$ cat src/rtl/bcd_entry_reg.sv
// bcd_entry_reg
// Keypad digit-entry register for the calculator datapath. Decimal digits are
// shifted in at the least-significant position; backspace, clear and sign
// toggle edit the entry. Empty positions always hold the blank code 4'hA.
// An optional multi-cycle BCD-to-binary converter feeds the ALU.
//
// Optional feature macro: BCD_ENTRY_BIN_EN
//   defined   : conversion FSM, accumulator and value register are built
//   undefined : value/busy/done tied low, convert ignored, edits never blocked
//
// Parameters
//   DIGITS        number of BCD positions (1..8)
//   BIN_W         binary magnitude width, 2^BIN_W > 10^DIGITS - 1
// Ports
//   clock_i       rising-edge clock
//   reset_i       synchronous active-high reset
//   digit_i       digit to enter (0..9 legal)
//   load_i        enter digit_i at position 0
//   bksp_i        remove the most recently entered digit
//   clear_i       blank all positions, clear sign (aborts a conversion)
//   neg_toggle_i  invert the sign
//   convert_i     start a BCD-to-binary conversion
//   bcd_o         packed digits, position 0 at [3:0]
//   count_o       number of digits entered
//   negative_o    current sign
//   overflow_o    one-cycle pulse when a load is rejected because the entry is full
//   busy_o        conversion walk in progress
//   done_o        one-cycle pulse when value_o has just been updated
//   value_o       binary magnitude of the last completed conversion

module bcd_entry_reg #(
    parameter int DIGITS = 3,
    parameter int BIN_W  = 10
) (
    input  logic                       clock_i,
    input  logic                       reset_i,
    input  logic [3:0]                 digit_i,
    input  logic                       load_i,
    input  logic                       bksp_i,
    input  logic                       clear_i,
    input  logic                       neg_toggle_i,
    input  logic                       convert_i,
    output logic [4*DIGITS-1:0]        bcd_o,
    output logic [$clog2(DIGITS+1)-1:0] count_o,
    output logic                       negative_o,
    output logic                       overflow_o,
    output logic                       busy_o,
    output logic                       done_o,
    output logic [BIN_W-1:0]           value_o
);

    localparam int         CW    = $clog2(DIGITS + 1);
    localparam logic [3:0] BLANK = 4'hA;

    logic [4*DIGITS-1:0] bcd_q, bcd_d;
    logic [CW-1:0]       count_q, count_d;
    logic                neg_q, neg_d;
    logic                ovf_q, ovf_d;
    logic                editBlocked;

    // Entry editing. Clear always wins; the remaining edits are mutually
    // exclusive by priority and are frozen while the converter walks the digits.
    always_comb begin
        bcd_d   = bcd_q;
        count_d = count_q;
        neg_d   = neg_q;
        ovf_d   = 1'b0;
        if (clear_i) begin
            bcd_d   = {DIGITS{BLANK}};
            count_d = '0;
            neg_d   = 1'b0;
        end else if (!editBlocked) begin
            if (bksp_i) begin
                if (count_q != '0) begin
                    for (int i = 0; i < DIGITS - 1; i++) begin
                        bcd_d[4*i +: 4] = bcd_q[4*(i+1) +: 4];
                    end
                    bcd_d[4*(DIGITS-1) +: 4] = BLANK;
                    count_d = count_q - CW'(1);
                end
            end else if (load_i) begin
                // A full entry only reports overflow for a legal digit; an
                // illegal digit is dropped silently either way.
                if (count_q == CW'(DIGITS)) begin
                    ovf_d = (digit_i <= 4'd9);
                end else if (digit_i <= 4'd9) begin
                    for (int i = 1; i < DIGITS; i++) begin
                        bcd_d[4*i +: 4] = bcd_q[4*(i-1) +: 4];
                    end
                    bcd_d[3:0] = digit_i;
                    count_d    = count_q + CW'(1);
                end
            end else if (neg_toggle_i) begin
                neg_d = ~neg_q;
            end
        end
    end

    // Entry state registers.
    always_ff @(posedge clock_i) begin
        if (reset_i) begin
            bcd_q   <= {DIGITS{BLANK}};
            count_q <= '0;
            neg_q   <= 1'b0;
            ovf_q   <= 1'b0;
        end else begin
            bcd_q   <= bcd_d;
            count_q <= count_d;
            neg_q   <= neg_d;
            ovf_q   <= ovf_d;
        end
    end

    assign bcd_o      = bcd_q;
    assign count_o    = count_q;
    assign negative_o = neg_q;
    assign overflow_o = ovf_q;

`ifdef BCD_ENTRY_BIN_EN
    // ARM is a one-cycle gap between sampling convert and the digit walk, so
    // busy spans exactly DIGITS cycles and done lands DIGITS+1 edges after
    // the convert edge. Only clear is honoured while arming.
    localparam logic [1:0] S_IDLE = 2'd0;
    localparam logic [1:0] S_ARM  = 2'd1;
    localparam logic [1:0] S_RUN  = 2'd2;
    localparam int         IW     = (DIGITS > 1) ? $clog2(DIGITS) : 1;

    logic [1:0]       state_q, state_d;
    logic [IW-1:0]    idx_q, idx_d;
    logic [BIN_W-1:0] acc_q, acc_d;
    logic [BIN_W-1:0] value_q, value_d;
    logic             done_q, done_d;
    logic [3:0]       curDigit;
    logic [3:0]       digitVal;
    logic [BIN_W-1:0] stepSum;

    assign editBlocked = (state_q == S_RUN);

    // Select the digit under the walk index; blanks contribute zero.
    // acc*10 is built from shifts and cannot overflow for a legal BIN_W.
    always_comb begin
        curDigit = 4'h0;
        for (int i = 0; i < DIGITS; i++) begin
            if (idx_q == IW'(i)) begin
                curDigit = bcd_q[4*i +: 4];
            end
        end
        digitVal = (curDigit > 4'd9) ? 4'd0 : curDigit;
        stepSum  = (acc_q << 3) + (acc_q << 1) + BIN_W'(digitVal);
    end

    // Conversion FSM: walk from the most significant position down to 0,
    // then publish the result. Clear abandons the walk and keeps value.
    always_comb begin
        state_d = state_q;
        idx_d   = idx_q;
        acc_d   = acc_q;
        value_d = value_q;
        done_d  = 1'b0;
        case (state_q)
            S_IDLE: begin
                if (convert_i) begin
                    state_d = S_ARM;
                    acc_d   = '0;
                    idx_d   = IW'(DIGITS - 1);
                end
            end
            S_ARM: begin
                state_d = clear_i ? S_IDLE : S_RUN;
            end
            S_RUN: begin
                if (clear_i) begin
                    state_d = S_IDLE;
                end else begin
                    acc_d = stepSum;
                    if (idx_q == '0) begin
                        value_d = stepSum;
                        done_d  = 1'b1;
                        state_d = S_IDLE;
                    end else begin
                        idx_d = idx_q - IW'(1);
                    end
                end
            end
            default: state_d = S_IDLE;
        endcase
    end

    // Conversion state registers.
    always_ff @(posedge clock_i) begin
        if (reset_i) begin
            state_q <= S_IDLE;
            idx_q   <= '0;
            acc_q   <= '0;
            value_q <= '0;
            done_q  <= 1'b0;
        end else begin
            state_q <= state_d;
            idx_q   <= idx_d;
            acc_q   <= acc_d;
            value_q <= value_d;
            done_q  <= done_d;
        end
    end

    assign busy_o  = (state_q == S_RUN);
    assign done_o  = done_q;
    assign value_o = value_q;
`else
    logic unused_convert;

    assign unused_convert = convert_i;
    assign editBlocked    = 1'b0;
    assign busy_o         = 1'b0;
    assign done_o         = 1'b0;
    assign value_o        = '0;
`endif

endmodule

$ cat config.mk
export PLATFORM = sky130hd
export DESIGN_NAME = bcd_entry_reg
export DESIGN_NICKNAME = d
export VERILOG_FILES = /design/src/rtl/bcd_entry_reg.sv
export SDC_FILE = /design/constraint.sdc
export NUM_CORES = 1
export LEC_CHECK = 0
export CAP_MARGIN = 20
export CORE_AREA = 2 2 50 52
export CTS_BUF_LIST = sky130_fd_sc_hd__clkbuf_8
export CTS_CLUSTER_DIAMETER = 200
export CTS_CLUSTER_SIZE = 30
export DETAILED_ROUTE_END_ITERATION = 10
export DIE_AREA = 0 0 52 54
export GPL_ROUTABILITY_DRIVEN = 0
export HOLD_SLACK_MARGIN = 0.12
export PLACE_DENSITY = 0.78
export SLEW_MARGIN = 40
export SYNTH_ARGS = -nofsm -noshare
export SYNTH_HDL_FRONTEND = slang
export SYNTH_SLANG_ARGS = --single-unit
$ cat constraint.sdc
create_clock -name clock_i -period 2.1 [get_ports clock_i]
set_clock_uncertainty 0.2 [all_clocks]
set_input_delay 0.63 -clock clock_i [delete_from_list [all_inputs] [get_ports clock_i]]
set_output_delay 0.63 -clock clock_i [all_outputs]
set_load 0.005 [all_outputs]
==> results.md, run 1 <==
* Combinational family with the most area after synthesis: multiplexers
* Hold-critical path endpoint: bcd_o[2]$_SDFFE_PP0P_
* Data arrival at the endpoint of the critical path at 1.19 ns
* Class of the worst hold path: register to register
* Number of placement rows at 18
* Family with the most delay on the worst path: buffers and inverters
* WL final at 2016 um
* Final Core Density at 55.99%
* Remaining Overflow, GRT at 0
* Area fraction in and, or, nand and nor cells after synthesis at 16.82%
* CP endpoint kind: output port
* Clock buffer count from CTS at 3
* Post-synthesis adder-cell area fraction at 0%
* Diode count at 0
* Overall fraction of global-route tracks in use at 15.47%
* Routed via count at 785
* Total DRC errors in the routed layout at 0
* Post-Synth XOR/XNOR Area at 0.9421%
* Number of standard cells after synthesis at 101
* CTS clock-pin slew for the worst setup and hold paths at 0.06 ns
* TritonCTS clock tree: done
* Io pins at 39
* Number of different library cells in the post-synthesis netlist at 29
* Most frequent cells in the layout: sky130_fd_sc_hd__clkdlybuf4s50_1, sky130_fd_sc_hd__buf_4, sky130_fd_sc_hd__dfxtp_1
* Hold Crit Start: bcd_o[2]$_SDFFE_PP0P_
* Run status: completed
* Flops & latches, synth at 16
* Total die area at 2808 um^2
* Portion of netlist area occupied by mux cells at 17.77%
* Peak supply drop at 251.2 uV
* Final layout net count at 152
* Share of layout cells above drive strength 1 at 23.02%
* Netlist Area Pre-Place at 929.6 um^2
* Drt wl/cell at 11.93 um
* Max FO, Critical Path at 4
* Initial detailed-routing violation count at 11
* Area grow syn2layout at 39.70%
* Via count of the first global-routing pass at 724
* Number of H-tree branching levels at 1
* HPWL after detailed placement at 1541 um
* Pre-antenna DRT Iters at 5
* Post-layout instance area at 1299 um^2
* Total negative slack for setup checks at 0 ns
* Clk sinks at 16
* Ratio of final minimum period to clock period at 96.13%
* Slack of the worst reg-to-reg path at 0.60 ns
* Power density over the cells at 504.9 nW/um^2
* First-pass GRT wire length at 3132 um
* Placeable core area at 2320 um^2
* Crit path buffers/inverters at 1
* Sequence of cells on the critical path: clkdlybuf4s50_1
* Register area share after synthesis at 34.45%
* Vertical extent of the die at 54 um
* Area after detailed placement at 1256 um^2
* Static power due to leakage at 0.5569 nW
* Post-synthesis compound-gate area fraction at 13.06%
* Warnings, synthesis at 0
* Reg-to-Reg Start: count_o[0]$_SDFFE_PP0P_
* Root cell of the clock tree: sky130_fd_sc_hd__clkbuf_8
* Slew Viols, Final at 0
* Horizontal die dimension at 52 um
* Vias per cell at 4.645
* Hold Fails Final Rpt at 0
* Number of antenna violations at the first check in global routing at 0
* Stage delay of the slowest cell on the critical path at 0.53 ns
* CP Class: register to output port
* Initial core utilization at 40.08%
* Average cell area after synthesis at 9.204 um^2
* RSZ-0062 raised after global routing: no
* R2R cell count at 5
* Maximum clock rate at 495.4 MHz
* Maximum number of pins on one net before global-route repair at 13
* Startpoint type of the worst setup path: register
* Endpoint of the worst register-to-register path: bcd_o[7]$_SDFFE_PP1P_
* Hold buffer count at cts at 0
* Antenna Nets Post-Route at 0
* Post-layout power at 655.7 uW
* Placed Cells at 166
* Final-report setup violation count at 0
* Maximum buffer depth of the clock tree at 2
* Required @ worst endpoint at 1.27 ns
* Post-layout minimum cycle time at 2.019 ns
* Max stage delay cell, worst path: sky130_fd_sc_hd__clkdlybuf4s50_1
* Non-filler instance count after layout at 169
* Max-cap violations at 0
* Most common library cell in the layout ignoring fill and taps: sky130_fd_sc_hd__clkdlybuf4s50_1
* Clock latency on the worst-skew pair at 0.25 ns
* Worst Hold Path Cells at 2
* Port bufs at 25
-- final cells by class --
type	count	area, um^2
well taps	30	37.54
fillers	199	1021
multi-input cells	76	496.7
clock buffers	3	41.29
inverters	1	3.754
flip-flops and latches	16	321.6
repair buffers	43	397.9
-- cells in the mapped netlist --
cell / instances / area share [%]
sky130_fd_sc_hd__buf_2: 2 / 1.1
sky130_fd_sc_hd__a211oi_1: 4 / 3.2
sky130_fd_sc_hd__o21ai_0: 1 / 0.54
sky130_fd_sc_hd__nor2_1: 9 / 3.6
sky130_fd_sc_hd__o21a_4: 1 / 1.6
sky130_fd_sc_hd__mux2_2: 4 / 4.8
sky130_fd_sc_hd__a21oi_1: 1 / 0.54
sky130_fd_sc_hd__xnor2_1: 1 / 0.94
sky130_fd_sc_hd__mux2i_1: 12 / 13
sky130_fd_sc_hd__nor3_1: 3 / 1.6
sky130_fd_sc_hd__buf_6: 2 / 2.4
sky130_fd_sc_hd__a31oi_4: 1 / 2.3
sky130_fd_sc_hd__nand4_1: 1 / 0.67
sky130_fd_sc_hd__o21ai_2: 1 / 0.94
sky130_fd_sc_hd__or2_1: 1 / 0.67
sky130_fd_sc_hd__a21oi_2: 1 / 0.94
sky130_fd_sc_hd__nand3_1: 1 / 0.54
sky130_fd_sc_hd__nor3b_2: 1 / 1.3
sky130_fd_sc_hd__buf_12: 1 / 2.2
sky130_fd_sc_hd__a211o_2: 1 / 1.1
sky130_fd_sc_hd__o2111a_1: 1 / 1.2
sky130_fd_sc_hd__conb_1: 1 / 0.40
sky130_fd_sc_hd__inv_1: 1 / 0.40
sky130_fd_sc_hd__clkbuf_1: 2 / 0.81
sky130_fd_sc_hd__dfxtp_1: 16 / 34
sky130_fd_sc_hd__nand2_1: 14 / 5.7
sky130_fd_sc_hd__a31oi_1: 1 / 0.67
sky130_fd_sc_hd__and2_1: 4 / 2.7
sky130_fd_sc_hd__buf_4: 12 / 9.7
-- worst max-delay path by stage --
stage | from | endpoint | slack (ns) | depth (start not counted)
4_1_cts | count_o[1]$_SDFFE_PP0P_ | count_o[1] | 0.004 | 1
3_3_place_gp | bksp_i | bcd_o[10]$_SDFFE_PP0P_ | -0.09 | 6
5_1_grt | bcd_o[5]$_SDFFE_PP1P_ | bcd_o[5] | 0.04 | 1
6_report | bcd_o[5]$_SDFFE_PP1P_ | bcd_o[5] | 0.08 | 1
2_1_floorplan | bksp_i | bcd_o[0]$_SDFFE_PP0P_ | 0.39 | 5
3_5_place_dp | bksp_i | bcd_o[5]$_SDFFE_PP1P_ | -0.09 | 6
-- power breakdown --
part | switching [mW] | internal [mW]
clock network | 0.104 | 0.127
logic | 0.0502 | 0.0655
registers | 0.00255 | 0.307
total | 0.156 | 0.499
-- cells by family (layout without fill, tap and decap cells) --
kind of cell	count (synthesis)	after routing
multiplexers	16	16
AND/OR/NAND/NOR	34	34
other	1	12
buffers and inverters	20	47
flip-flops	16	16
AO/OA/AOI/OAI	13	13
XOR/XNOR	1	1
-- per-layer routing --
layer,GRT usage (%),part of all wire (%),up-vias
met5,0,0,-
met4,9.211,2.4,0
met3,2.500,5.1,5
met2,29.32,50,26
met1,15.94,42,358
li1,-,-,396
-- flip-flops by register name, indices dropped and copies added (netlist names) --
signal and count:
negative_o 1, overflow_o 1, count_o 2, bcd_o 12
-- timing repair --
action / CTS / global route
hold endpoints to repair: 0 / 0
buffers inserted: 0 / 0
endpoints found under the setup margin: 0 / 1
gates resized for setup: 0 / 1
-- metrics by stage --
| step | setup WS, ns | hold slack [ns] |
|---|---|---|
| global placement | -0.09143 | 0.2615 |
| CTS | 0.004474 | 0.2983 |
| finish | 0.08134 | 0.2927 |
| detailed placement | -0.09488 | 0.2841 |
| global route | 0.04070 | 0.3124 |
| floorplan | 0.3869 | 0.2639 |
No activity file was read; power rests on OpenSTA's default activity.
==> run 2, diff against run 1 <==
--- a/config.mk
+++ b/config.mk
@@ -5,7 +5,6 @@
 export SDC_FILE = /design/constraint.sdc
 export NUM_CORES = 1
 export LEC_CHECK = 0
-export CAP_MARGIN = 20
 export CORE_AREA = 2 2 50 52
 export CTS_BUF_LIST = sky130_fd_sc_hd__clkbuf_8
 export CTS_CLUSTER_DIAMETER = 200
==> results of run 2 <==
No change in the layout: final DEF, timing and power equal those of run 1.
